**src/rtl/zx_sram_arbiter_pkg.sv**
```systemverilog
// zx_bus_pkg: shared state encoding and bus defaults for the ZX SRAM arbiter.
package zx_bus_pkg;
    localparam int AW_DEF = 16;
    localparam int DW_DEF = 8;
    localparam logic [15:0] ROM_TOP_DEF = 16'h4000;
    typedef enum logic [1:0] {IDLE, VID_RD, CPU_RD, CPU_WR} state_t;
endpackage

```
**src/rtl/zx_sram_arbiter_if.sv**
```systemverilog
// zx_sram_arbiter_if: Z80 bus, video fetch port and SRAM controller port in one bundle.
interface zx_sram_arbiter_if import zx_bus_pkg::*; #(
    parameter int AW = AW_DEF,
    parameter int DW = DW_DEF
) ();
    logic [AW-1:0] zaddr;
    logic [DW-1:0] zdo;
    logic          zwr;
    logic          zmreq;
    logic [DW-1:0] zdi;
    logic          zwait;
    logic          vid_req;
    logic [AW-1:0] vid_addr;
    logic          vid_ack;
    logic [DW-1:0] vid_data;
    logic          vid_valid;
    logic [AW-1:0] sram_addr;
    logic [DW-1:0] sram_wdata;
    logic          sram_we;
    logic          sram_cs;
    logic [DW-1:0] sram_rdata;
    modport slave (
        input  zaddr, zdo, zwr, zmreq, vid_req, vid_addr, sram_rdata,
        output zdi, zwait, vid_ack, vid_data, vid_valid, sram_addr, sram_wdata, sram_we, sram_cs
    );
    modport master (
        output zaddr, zdo, zwr, zmreq, vid_req, vid_addr, sram_rdata,
        input  zdi, zwait, vid_ack, vid_data, vid_valid, sram_addr, sram_wdata, sram_we, sram_cs
    );
endinterface

```
**src/rtl/zx_sram_arbiter_starve_ctr.sv**
```systemverilog
// zx_starve_ctr: saturating count of VID grants taken while the CPU waits.
module zx_starve_ctr #(
    parameter int LIMIT = 4
) (
    input  logic clk,
    input  logic reset,
    input  logic inc,
    input  logic clr,
    output logic at_limit
);
    logic [3:0] cnt;
    always_ff @(posedge clk or posedge reset) begin
        if (reset) cnt <= '0;
        else if (clr) cnt <= '0;
        else if (inc && !at_limit) cnt <= cnt + 4'd1;
    end
    assign at_limit = cnt == 4'(LIMIT);
endmodule

```
**src/rtl/zx_sram_arbiter.sv**
```systemverilog
// zx_sram_arbiter: shares one synchronous SRAM between the NextZ80 and the video fetcher.
// Define ZX_ROM_PROTECT_EN to drop CPU writes below ROM_TOP.
module zx_sram_arbiter import zx_bus_pkg::*; #(
    parameter int AW = AW_DEF,
    parameter int DW = DW_DEF,
    parameter int CPU_STARVE = 4,
    parameter logic [AW-1:0] ROM_TOP = AW'(ROM_TOP_DEF)
) (
    input logic clk,
    input logic reset,
    zx_sram_arbiter_if.slave bus
);
`ifdef ZX_ROM_PROTECT_EN
    localparam bit PROTECT = 1'b1;
`else
    localparam bit PROTECT = 1'b0;
`endif
    state_t        state;
    logic [AW-1:0] lat_addr;
    logic          lat_wr, served, cpu_cap, vid_cap, at_limit;
    logic [DW-1:0] zdi_q;
    logic          match, cpu_pend, cpu_done, hit, cpu_req, vid_go, cpu_go, rom_hit;
    assign match    = bus.zaddr == lat_addr && bus.zwr == lat_wr;
    assign cpu_pend = bus.zmreq & ~(served & match);
    // read data lands the cycle after CPU_RD, so completion is flagged from the capture stage
    assign cpu_done = cpu_cap | (state == CPU_WR);
    assign hit      = cpu_done & match;
    assign cpu_req  = cpu_pend & ~hit;
    assign vid_go   = state == IDLE && bus.vid_req && !(cpu_req && at_limit);
    assign cpu_go   = state == IDLE && !vid_go && cpu_req;
    assign rom_hit  = PROTECT && bus.zwr && bus.zaddr < ROM_TOP;
    assign bus.zwait = cpu_pend & ~hit & ~reset;
    assign bus.zdi   = cpu_cap ? bus.sram_rdata : zdi_q;
    zx_starve_ctr #(.LIMIT(CPU_STARVE)) u_starve (
        .clk(clk),
        .reset(reset),
        .inc(vid_go & cpu_pend),
        .clr((vid_go & ~cpu_pend) | cpu_go),
        .at_limit(at_limit)
    );
    always_ff @(posedge clk or posedge reset) begin
        if (reset) begin
            state          <= IDLE;
            lat_addr       <= '0;
            lat_wr         <= 1'b0;
            served         <= 1'b0;
            cpu_cap        <= 1'b0;
            vid_cap        <= 1'b0;
            zdi_q          <= '0;
            bus.vid_ack    <= 1'b0;
            bus.vid_data   <= '0;
            bus.vid_valid  <= 1'b0;
            bus.sram_addr  <= '0;
            bus.sram_wdata <= '0;
            bus.sram_we    <= 1'b0;
            bus.sram_cs    <= 1'b0;
        end else begin
            vid_cap       <= state == VID_RD;
            cpu_cap       <= state == CPU_RD;
            bus.vid_valid <= vid_cap;
            if (vid_cap) bus.vid_data <= bus.sram_rdata;
            if (cpu_cap) zdi_q <= bus.sram_rdata;
            served        <= (served | cpu_done) & bus.zmreq & match;
            bus.vid_ack   <= vid_go;
            bus.sram_cs   <= vid_go | (cpu_go & ~rom_hit);
            bus.sram_we   <= cpu_go & bus.zwr & ~rom_hit;
            if (vid_go) bus.sram_addr <= bus.vid_addr;
            else if (cpu_go) begin
                bus.sram_addr  <= bus.zaddr;
                bus.sram_wdata <= bus.zdo;
                lat_addr       <= bus.zaddr;
                lat_wr         <= bus.zwr;
            end
            state <= vid_go ? VID_RD : cpu_go ? (bus.zwr ? CPU_WR : CPU_RD) : IDLE;
        end
    end
endmodule

```
**src/flat_wrapper.sv**
```systemverilog
// flat-port wrapper written by rule: the top's interface ports become plain ports
module zx_sram_arbiter_flat import zx_bus_pkg::*;
#(
    parameter int AW = AW_DEF,
    parameter int DW = DW_DEF,
    parameter int CPU_STARVE = 4,
    parameter logic [AW-1:0] ROM_TOP = AW'(ROM_TOP_DEF)
)
  (clk, reset, bus_zaddr, bus_zdo, bus_zwr, bus_zmreq, bus_vid_req, bus_vid_addr, bus_sram_rdata, bus_zdi, bus_zwait, bus_vid_ack, bus_vid_data, bus_vid_valid, bus_sram_addr, bus_sram_wdata, bus_sram_we, bus_sram_cs);
  zx_sram_arbiter_if #(.AW(AW), .DW(DW)) bus_i ();
  input logic clk;
  input logic reset;
  input wire logic [$bits(bus_i.zaddr)-1:0] bus_zaddr;
  input wire logic [$bits(bus_i.zdo)-1:0] bus_zdo;
  input wire logic [$bits(bus_i.zwr)-1:0] bus_zwr;
  input wire logic [$bits(bus_i.zmreq)-1:0] bus_zmreq;
  input wire logic [$bits(bus_i.vid_req)-1:0] bus_vid_req;
  input wire logic [$bits(bus_i.vid_addr)-1:0] bus_vid_addr;
  input wire logic [$bits(bus_i.sram_rdata)-1:0] bus_sram_rdata;
  output wire logic [$bits(bus_i.zdi)-1:0] bus_zdi;
  output wire logic [$bits(bus_i.zwait)-1:0] bus_zwait;
  output wire logic [$bits(bus_i.vid_ack)-1:0] bus_vid_ack;
  output wire logic [$bits(bus_i.vid_data)-1:0] bus_vid_data;
  output wire logic [$bits(bus_i.vid_valid)-1:0] bus_vid_valid;
  output wire logic [$bits(bus_i.sram_addr)-1:0] bus_sram_addr;
  output wire logic [$bits(bus_i.sram_wdata)-1:0] bus_sram_wdata;
  output wire logic [$bits(bus_i.sram_we)-1:0] bus_sram_we;
  output wire logic [$bits(bus_i.sram_cs)-1:0] bus_sram_cs;
  assign bus_i.zaddr = bus_zaddr;
  assign bus_i.zdo = bus_zdo;
  assign bus_i.zwr = bus_zwr;
  assign bus_i.zmreq = bus_zmreq;
  assign bus_i.vid_req = bus_vid_req;
  assign bus_i.vid_addr = bus_vid_addr;
  assign bus_i.sram_rdata = bus_sram_rdata;
  assign bus_zdi = bus_i.zdi;
  assign bus_zwait = bus_i.zwait;
  assign bus_vid_ack = bus_i.vid_ack;
  assign bus_vid_data = bus_i.vid_data;
  assign bus_vid_valid = bus_i.vid_valid;
  assign bus_sram_addr = bus_i.sram_addr;
  assign bus_sram_wdata = bus_i.sram_wdata;
  assign bus_sram_we = bus_i.sram_we;
  assign bus_sram_cs = bus_i.sram_cs;
  zx_sram_arbiter #(.AW(AW), .DW(DW), .CPU_STARVE(CPU_STARVE), .ROM_TOP(ROM_TOP)) u_core (.clk(clk), .reset(reset), .bus(bus_i));
endmodule
```
**config.mk**
```make
export PLATFORM = sky130hd
export DESIGN_NAME = zx_sram_arbiter_flat
export DESIGN_NICKNAME = d
export VERILOG_FILES = /design/src/rtl/zx_sram_arbiter_pkg.sv /design/src/rtl/zx_sram_arbiter_if.sv /design/src/rtl/zx_sram_arbiter_starve_ctr.sv /design/src/rtl/zx_sram_arbiter.sv /design/src/flat_wrapper.sv
export SDC_FILE = /design/constraint.sdc
export NUM_CORES = 1
export LEC_CHECK = 0
export ABC_AREA = 1
export BUFFER_PORTS_ARGS = -buffer_cell sky130_fd_sc_hd__buf_2
export CORE_MARGIN = 10
export CORE_UTILIZATION = 46
export CTS_CLUSTER_DIAMETER = 100
export DETAILED_ROUTE_END_ITERATION = 6
export PLACE_DENSITY = 0.73
export SLEW_MARGIN = 20
export SYNTH_ARGS = -nofsm -noshare
export SYNTH_HDL_FRONTEND = slang
export SYNTH_SLANG_ARGS = --single-unit
```
**constraint.sdc**
```tcl
create_clock -name clk -period 5.33 [get_ports clk]
set_input_delay 0.2665 -clock clk [delete_from_list [all_inputs] [get_ports clk]]
set_output_delay 0.2665 -clock clk [all_outputs]
set_load 0.05 [all_outputs]
```
; Yosys cells after proc, flatten, opt, wreduce, memory -nomap -nowiden
; Index checks and enable logic that the tools add are counted.
[totals]
ff_bits = 70
word_cells = 63
input_bits = 53
output_inout_bits = 45
[op_classes]
mux = 8
n_addsub = 1
n_reduce_logical = 14
bitwise = 19
n_eq_ne = 6
[ops]
columns = operator, n
row1 = 2-to-1 mux 16 bit, 2
row2 = == test 16 bit, 1
row3 = bitwise AND 1 bit, 10
row4 = 2-to-1 mux 4 bit, 2
row5 = 2-to-1 mux 8 bit, 1
row6 = logical AND 1 bit, 7
row7 = inverter 1 bit, 5
row8 = "adder 4 x 1 -> 4 bit, second input constant", 1
row9 = "== test 2 bit, second input constant", 2
row10 = "== test 4 x 3 -> 1 bit, second input constant", 1
row11 = 2-to-1 mux 2 bit, 2
row12 = bitwise OR 1 bit, 4
row13 = nonzero test 2 bit, 2
row14 = logical NOT 1 bit, 3
row15 = "== test 2 x 1 -> 1 bit, second input constant", 1
row16 = logical NOT 2 bit, 1
row17 = AND reduction 2 bit, 1
row18 = == test 1 bit, 1
row19 = 2-to-1 mux 1 bit, 1

; Depth between registers and ports, before layout
[depth]
depth_word = 14
ltp_mapped = 13

; Hierarchy
; From an unflattened synthesis, not the netlist that was laid out.
[unflattened]
cells_unflattened = 372
hier_area_um2 = 3250.6
[by_module_without_submodules]
columns = module, cells_per_inst, seq_area_each_um2, area_per_inst_um2, instances
row1 = zx_sram_arbiter, 339, 1651.6, 2994.1, 1
row2 = zx_starve_ctr, 33, 100.1, 256.5, 1

; Worst setup path before layout
; Ideal clock, no wire load.
[synth_timing]
path_kind = flip-flop to output port
from = register u_core.cpu_cap
to = output bus_zwait
path_stages_with_launch = 7
n_path_buf = 1
path_slack_ns = 3.475
t_required_ns = 5.063
arrival_ns = 1.588
path_cell_list = dfrtp_1 -> buf_2 -> nor2_1 -> o21ai_0 -> nand4_4 -> nand2_1 -> nor2_1
[synth_between]
elab_chain_cells = 5
[synth_rtl]
columns = item, line
row1 = start: declaration, zx_sram_arbiter.sv:20  ; logic lat_wr, served, cpu_cap, vid_cap, at_limit;
row2 = start signal: assignment, zx_sram_arbiter.sv:47  ; cpu_cap <= 1'b0;
row3 = start signal: assignment, zx_sram_arbiter.sv:59  ; cpu_cap <= state == CPU_RD;
row4 = bitwise OR 1 bit, zx_sram_arbiter.sv:26  ; assign cpu_done = cpu_cap | (state == CPU_WR);
row5 = bitwise AND 1 bit, zx_sram_arbiter.sv:27  ; assign hit = cpu_done & match;
row6 = inverter 1 bit, zx_sram_arbiter.sv:32  ; assign bus.zwait = cpu_pend & ~hit & ~reset;
row7 = bitwise AND 1 bit (2 in series), zx_sram_arbiter.sv:32
row8 = end: declaration, flat_wrapper.sv:21  ; output wire logic [$bits(bus_i.zwait)-1:0] bus_zwait;
; No other way between the ends.

; Final worst setup path
[layout_timing]
from = register u_core.state[1]
to = register u_core.u_starve.cnt[3]
[layout_between]
elab_chain_cells = 13
elab_cells_between_ends = 19
cone_classes = eq/ne (1) / mux (1) / bitwise (7) / reduce/logical (10)
[layout_rtl]
columns = item, line
row1 = start: declaration, zx_sram_arbiter.sv:18  ; state_t state;
row2 = start signal: assignment, zx_sram_arbiter.sv:74  ; state <= vid_go ? VID_RD : cpu_go ? (bus.zwr ? CPU_WR : CPU_RD) : IDLE;
row3 = == test 2 bit, zx_sram_arbiter.sv:26
row4 = bitwise OR 1 bit, zx_sram_arbiter.sv:26
row5 = bitwise AND 1 bit, zx_sram_arbiter.sv:27
row6 = inverter 1 bit, zx_sram_arbiter.sv:28  ; assign cpu_req = cpu_pend & ~hit;
row7 = bitwise AND 1 bit, zx_sram_arbiter.sv:28
row8 = logical AND 1 bit, zx_sram_arbiter.sv:29  ; assign vid_go = state == IDLE && bus.vid_req && !(cpu_req && at_limit);
row9 = logical NOT 1 bit, zx_sram_arbiter.sv:29
row10 = logical AND 1 bit, zx_sram_arbiter.sv:29
row11 = logical NOT 1 bit, zx_sram_arbiter.sv:30  ; assign cpu_go = state == IDLE && !vid_go && cpu_req;
row12 = logical AND 1 bit (2 in series), zx_sram_arbiter.sv:30
row13 = bitwise OR 1 bit, zx_sram_arbiter.sv:38  ; .clr((vid_go & ~cpu_pend) | cpu_go),
row14 = 2-to-1 mux 4 bit / nonzero test 2 bit (equally long branches), n/a
row15 = end signal: assignment, zx_sram_arbiter_starve_ctr.sv:15  ; else if (inc && !at_limit) cnt <= cnt + 4'd1;
row16 = end: declaration, zx_sram_arbiter_starve_ctr.sv:11  ; logic [3:0] cnt;
; Parallel ways exist; a longest one is shown, timed or not.
; A chain may end at the register's enable or synchronous reset.

==> summary.md <==
| Metric | Value |
|---|---|
| Worst hold stages | 3 |
| Final Critical Period | 2.89 ns |
| Initial Util | 46.8% |
| Asr flop ratio synth | 100% |
| Root Buffer | clkbuf_8 |
| # IOs | 98 |
| Worst-Margin Slew | 0.721 ns |
| Critical Path RT | 5.56 ns |
| Placed Cells | 507 |
| End-of-flow core utilization | 57.6% |
| Setup TNS | 0 ns |
| Worst Slack Setup Final | 2.44 ns |
| Floorplan Core Area | 0.00672 mm² |
| Post-synthesis sequential area ratio | 55.7% |
| Clock-pin slew on the worst setup and hold paths | 0.07 ns |
| Worst-path cell chain | nor2_1, nand2_1, clkinv_1, nand2_4, nand2_4, nand2_1, nor2_1 |
| CP Class | reg2reg |
| Hold EP | u_core.bus.sram_wdata[6]$_DFFE_PP0P_ |
| Critical path endpoint category | register |
| Drt first pass iters | 4 |
| WL final | 7830 µm |
| Max clock buf depth | 2 |
| Place WS | 2.46 ns |
| Met2 global-route usage | 24.1% |
| Non-Filler Instances | 522 |
| Total of warnings raised by yosys | 0 |
| Met1 Usage GRT | 17.8% |
| Max cap viols | 0 |
| Area leader, netlist | dfrtp_1 |
| Max Slew Vio Count | 0 |
| Hold-fix buffers, CTS | 1 |
| Slowest CP cell | clkinv_1 |
| Status | finished, final reports clean |
| Fin crit share | 54.2% |
| Post-route DRC | 0 |
| Post-DRT Antenna Nets | 0 |
| Slew margin rel. | 52.0% |
| Yosys cell types | 22 |
| Fill count | 605 |
| Worst r2r src | u_core.state[1]$_DFF_PP0_ |
| CTS sink count | 70 |
| DRT iter0 DRCs | 122 |
| Yosys reg bits | 70 |
| Ant. Diodes | 0 |
| Hold WC Path Type | in2reg |
| Static Leak | 2.16 nW |
| Count leader, synth | nand2_1 |
| TritonCTS clock tree | yes |
| Cell depth of the worst flop-to-flop path | 7 |
| H-tree depth reported by CTS | 3 |
| Die area | 0.0105 mm² |
| Max frequency | 0.346 GHz |
| Layout net count | 494 |
| Number of cell rows | 30 |
| GRT Overall Usage | 15.0% |
| Post-CTS Setup Repair Bufs | 0 |
| Pin count of the biggest net entering global routing | 57 |
| Max stage delay on crit path | 0.72 ns |
| Post-synthesis to final-layout area growth | 23.0% |
| Chip height | 103 µm |
| Netlist Area Pre-Place | 0.00315 mm² |
| Top FF cell, synth | dfrtp_1 |
| Synthesized Nets | 396 |
| Layout cells sized above 1 | 30.5% |
| DR WL/cell | 15.0 µm |
| Final hold vios | 0 |
| Worst Min Path Start | bus_zdo[6] |
| Detailed placement HPWL | 5800 µm |
| Synth cell count leaders | nand2_1 (89), nand3_1 (75), dfrtp_1 (70) |
| Post-Syn Area per Cell | 9.23 µm² |
| Area of the multi-input gates | 0.00121 mm² |
| PwrDens | 662 mW/mm² |
| Number of buffers added on ports | 97 |
| Vias in the first global route | 2621 |
| Die W | 103 µm |
| Gates resized, CTS repair | 0 |
| CTS Buf Count | 9 |
| Number of synthesized flops with an enable pin | 0 |
| Post-synth top area share | 55.7% |
| Vias | 2633 |
| R2R Path End | u_core.u_starve.cnt[3]$_DFFE_PP0P_ |
| Clk_skew | 0.00401 ns |
| CP max FO | 28 |
| Unrepaired setup endpoints after global routing | false |
| Syn Inst Count | 341 |
| Gpl congestion | 0.817 |
| First-pass GRT wire length | 12400 µm |
| Worst EP arrival | 3.12 ns |
| GRT overflow | 0 |
| GR peak layer | met2 |
| FF/Latch Area | 0.00175 mm² |
| Worst-skew pair later-pin latency | 0.34 ns |
| Peak VDD IR | 0.000337 V |
| Startpoint types | register |
| Met3 Track Usage GR | 4.76% |
| Initial antenna violation count | 0 |
| Mean number of vias per cell | 5.04 |
| Top cells by area, synth | dfrtp_1 (56%), nand3_1 (12%), nand2_1 (11%) |
| Final setup fails | 0 |
| Flop-to-flop setup slack | 2.44 ns |
## area by class of cell
| cell class | instances | share of cell area, % |
|---|---|---|
| inverter | 31 | 3.01 |
| sequential | 70 | 45.3 |
| clock inverter | 1 | 0.776 |
| clock buffer | 13 | 4.11 |
| tap | 80 | 2.59 |
| timing repair buffer | 99 | 13.0 |
| multi-input combinational | 228 | 31.3 |
## metrics by stage
stage / hold slack, ns / area [µm²] / power, W
2_1_floorplan: 0.352 / 3150 / 0.00187
3_3_place_gp: 0.233 / 3670 / 0.00214
3_5_place_dp: 0.236 / 3670 / 0.00216
4_1_cts: 0.146 / 3870 / 0.00258
5_1_grt: 0.151 / 3870 / 0.00272
6_report: 0.152 / 3870 / 0.00256
## state kept, by name (all words and copies together), names as in the netlist, 2 cells and up
signal and count:
u_core.bus.sram_addr 16, u_core.lat_addr 16, u_core.bus.sram_wdata 8, u_core.bus.vid_data 8
u_core.zdi_q 8, u_core.u_starve.cnt 4, u_core.state 2
## worst max-delay path, delay by kind of cell, from the launching register on
kind,cells,cell delay [ns]
flops,1,0.37
buf+inv,1,0.72
simple gates,6,1.66
## cells in the final DEF, fill, tap and decap left out, types with 2 or more instances in the layout
cell type	n
clkbuf_1	2
inv_2	2
nand3_4	2
mux2_2	16
or2_1	2
dfrtp_1	70
ha_1	2
nand2_1	89
buf_2	97
inv_1	28
clkbuf_8	11
nor2_2	2
nand2_4	2
nor2_1	25
xnor2_1	3
xor2_1	5
nand3_1	75
nand4_1	2
## cell families (layout without fill, tap and decap cells)
logic type / Yosys count / after routing / share of synthesized area, %
AND/OR/NAND/NOR: 200 / 200 / 29.2
XOR/XNOR: 8 / 8 / 2.23
adder cells (fa/ha/maj): 2 / 2 / 0.795
multiplexers: 17 / 17 / 6.04
buffers and inverters: 43 / 144 / 5.88
AO/OA/AOI/OAI: 1 / 1 / 0.159
flip-flops: 70 / 70 / 55.7
## metal layers
layer,share of wire [%],wire (µm)
met4,2.2,176
met1,43,3340
met2,48,3730
met5,0,0
met3,7.4,577
## power by group
part	internal (W)	switching (W)
logic	0.000321	0.000921
clock network	0.000237	0.000182
registers	0.000764	0.000136
## worst max-delay path by stage
stage / start / endpoint / slack [ns] / depth (start not counted)
3_5_place_dp: u_core.state[1]$_DFF_PP0_ / u_core.u_starve.cnt[3]$_DFFE_PP0P_ / 2.46 / 7
5_1_grt: u_core.state[1]$_DFF_PP0_ / u_core.u_starve.cnt[2]$_DFFE_PP0P_ / 2.23 / 7
6_report: u_core.state[1]$_DFF_PP0_ / u_core.u_starve.cnt[3]$_DFFE_PP0P_ / 2.44 / 7
4_1_cts: u_core.state[1]$_DFF_PP0_ / u_core.u_starve.cnt[3]$_DFFE_PP0P_ / 2.46 / 7
3_3_place_gp: u_core.state[1]$_DFF_PP0_ / u_core.u_starve.cnt[3]$_DFFE_PP0P_ / 2.57 / 7
2_1_floorplan: reset / u_core.bus.sram_addr[0]$_DFFE_PP0P_ / 3.30 / 1
(Power assumes the default switching activity.)
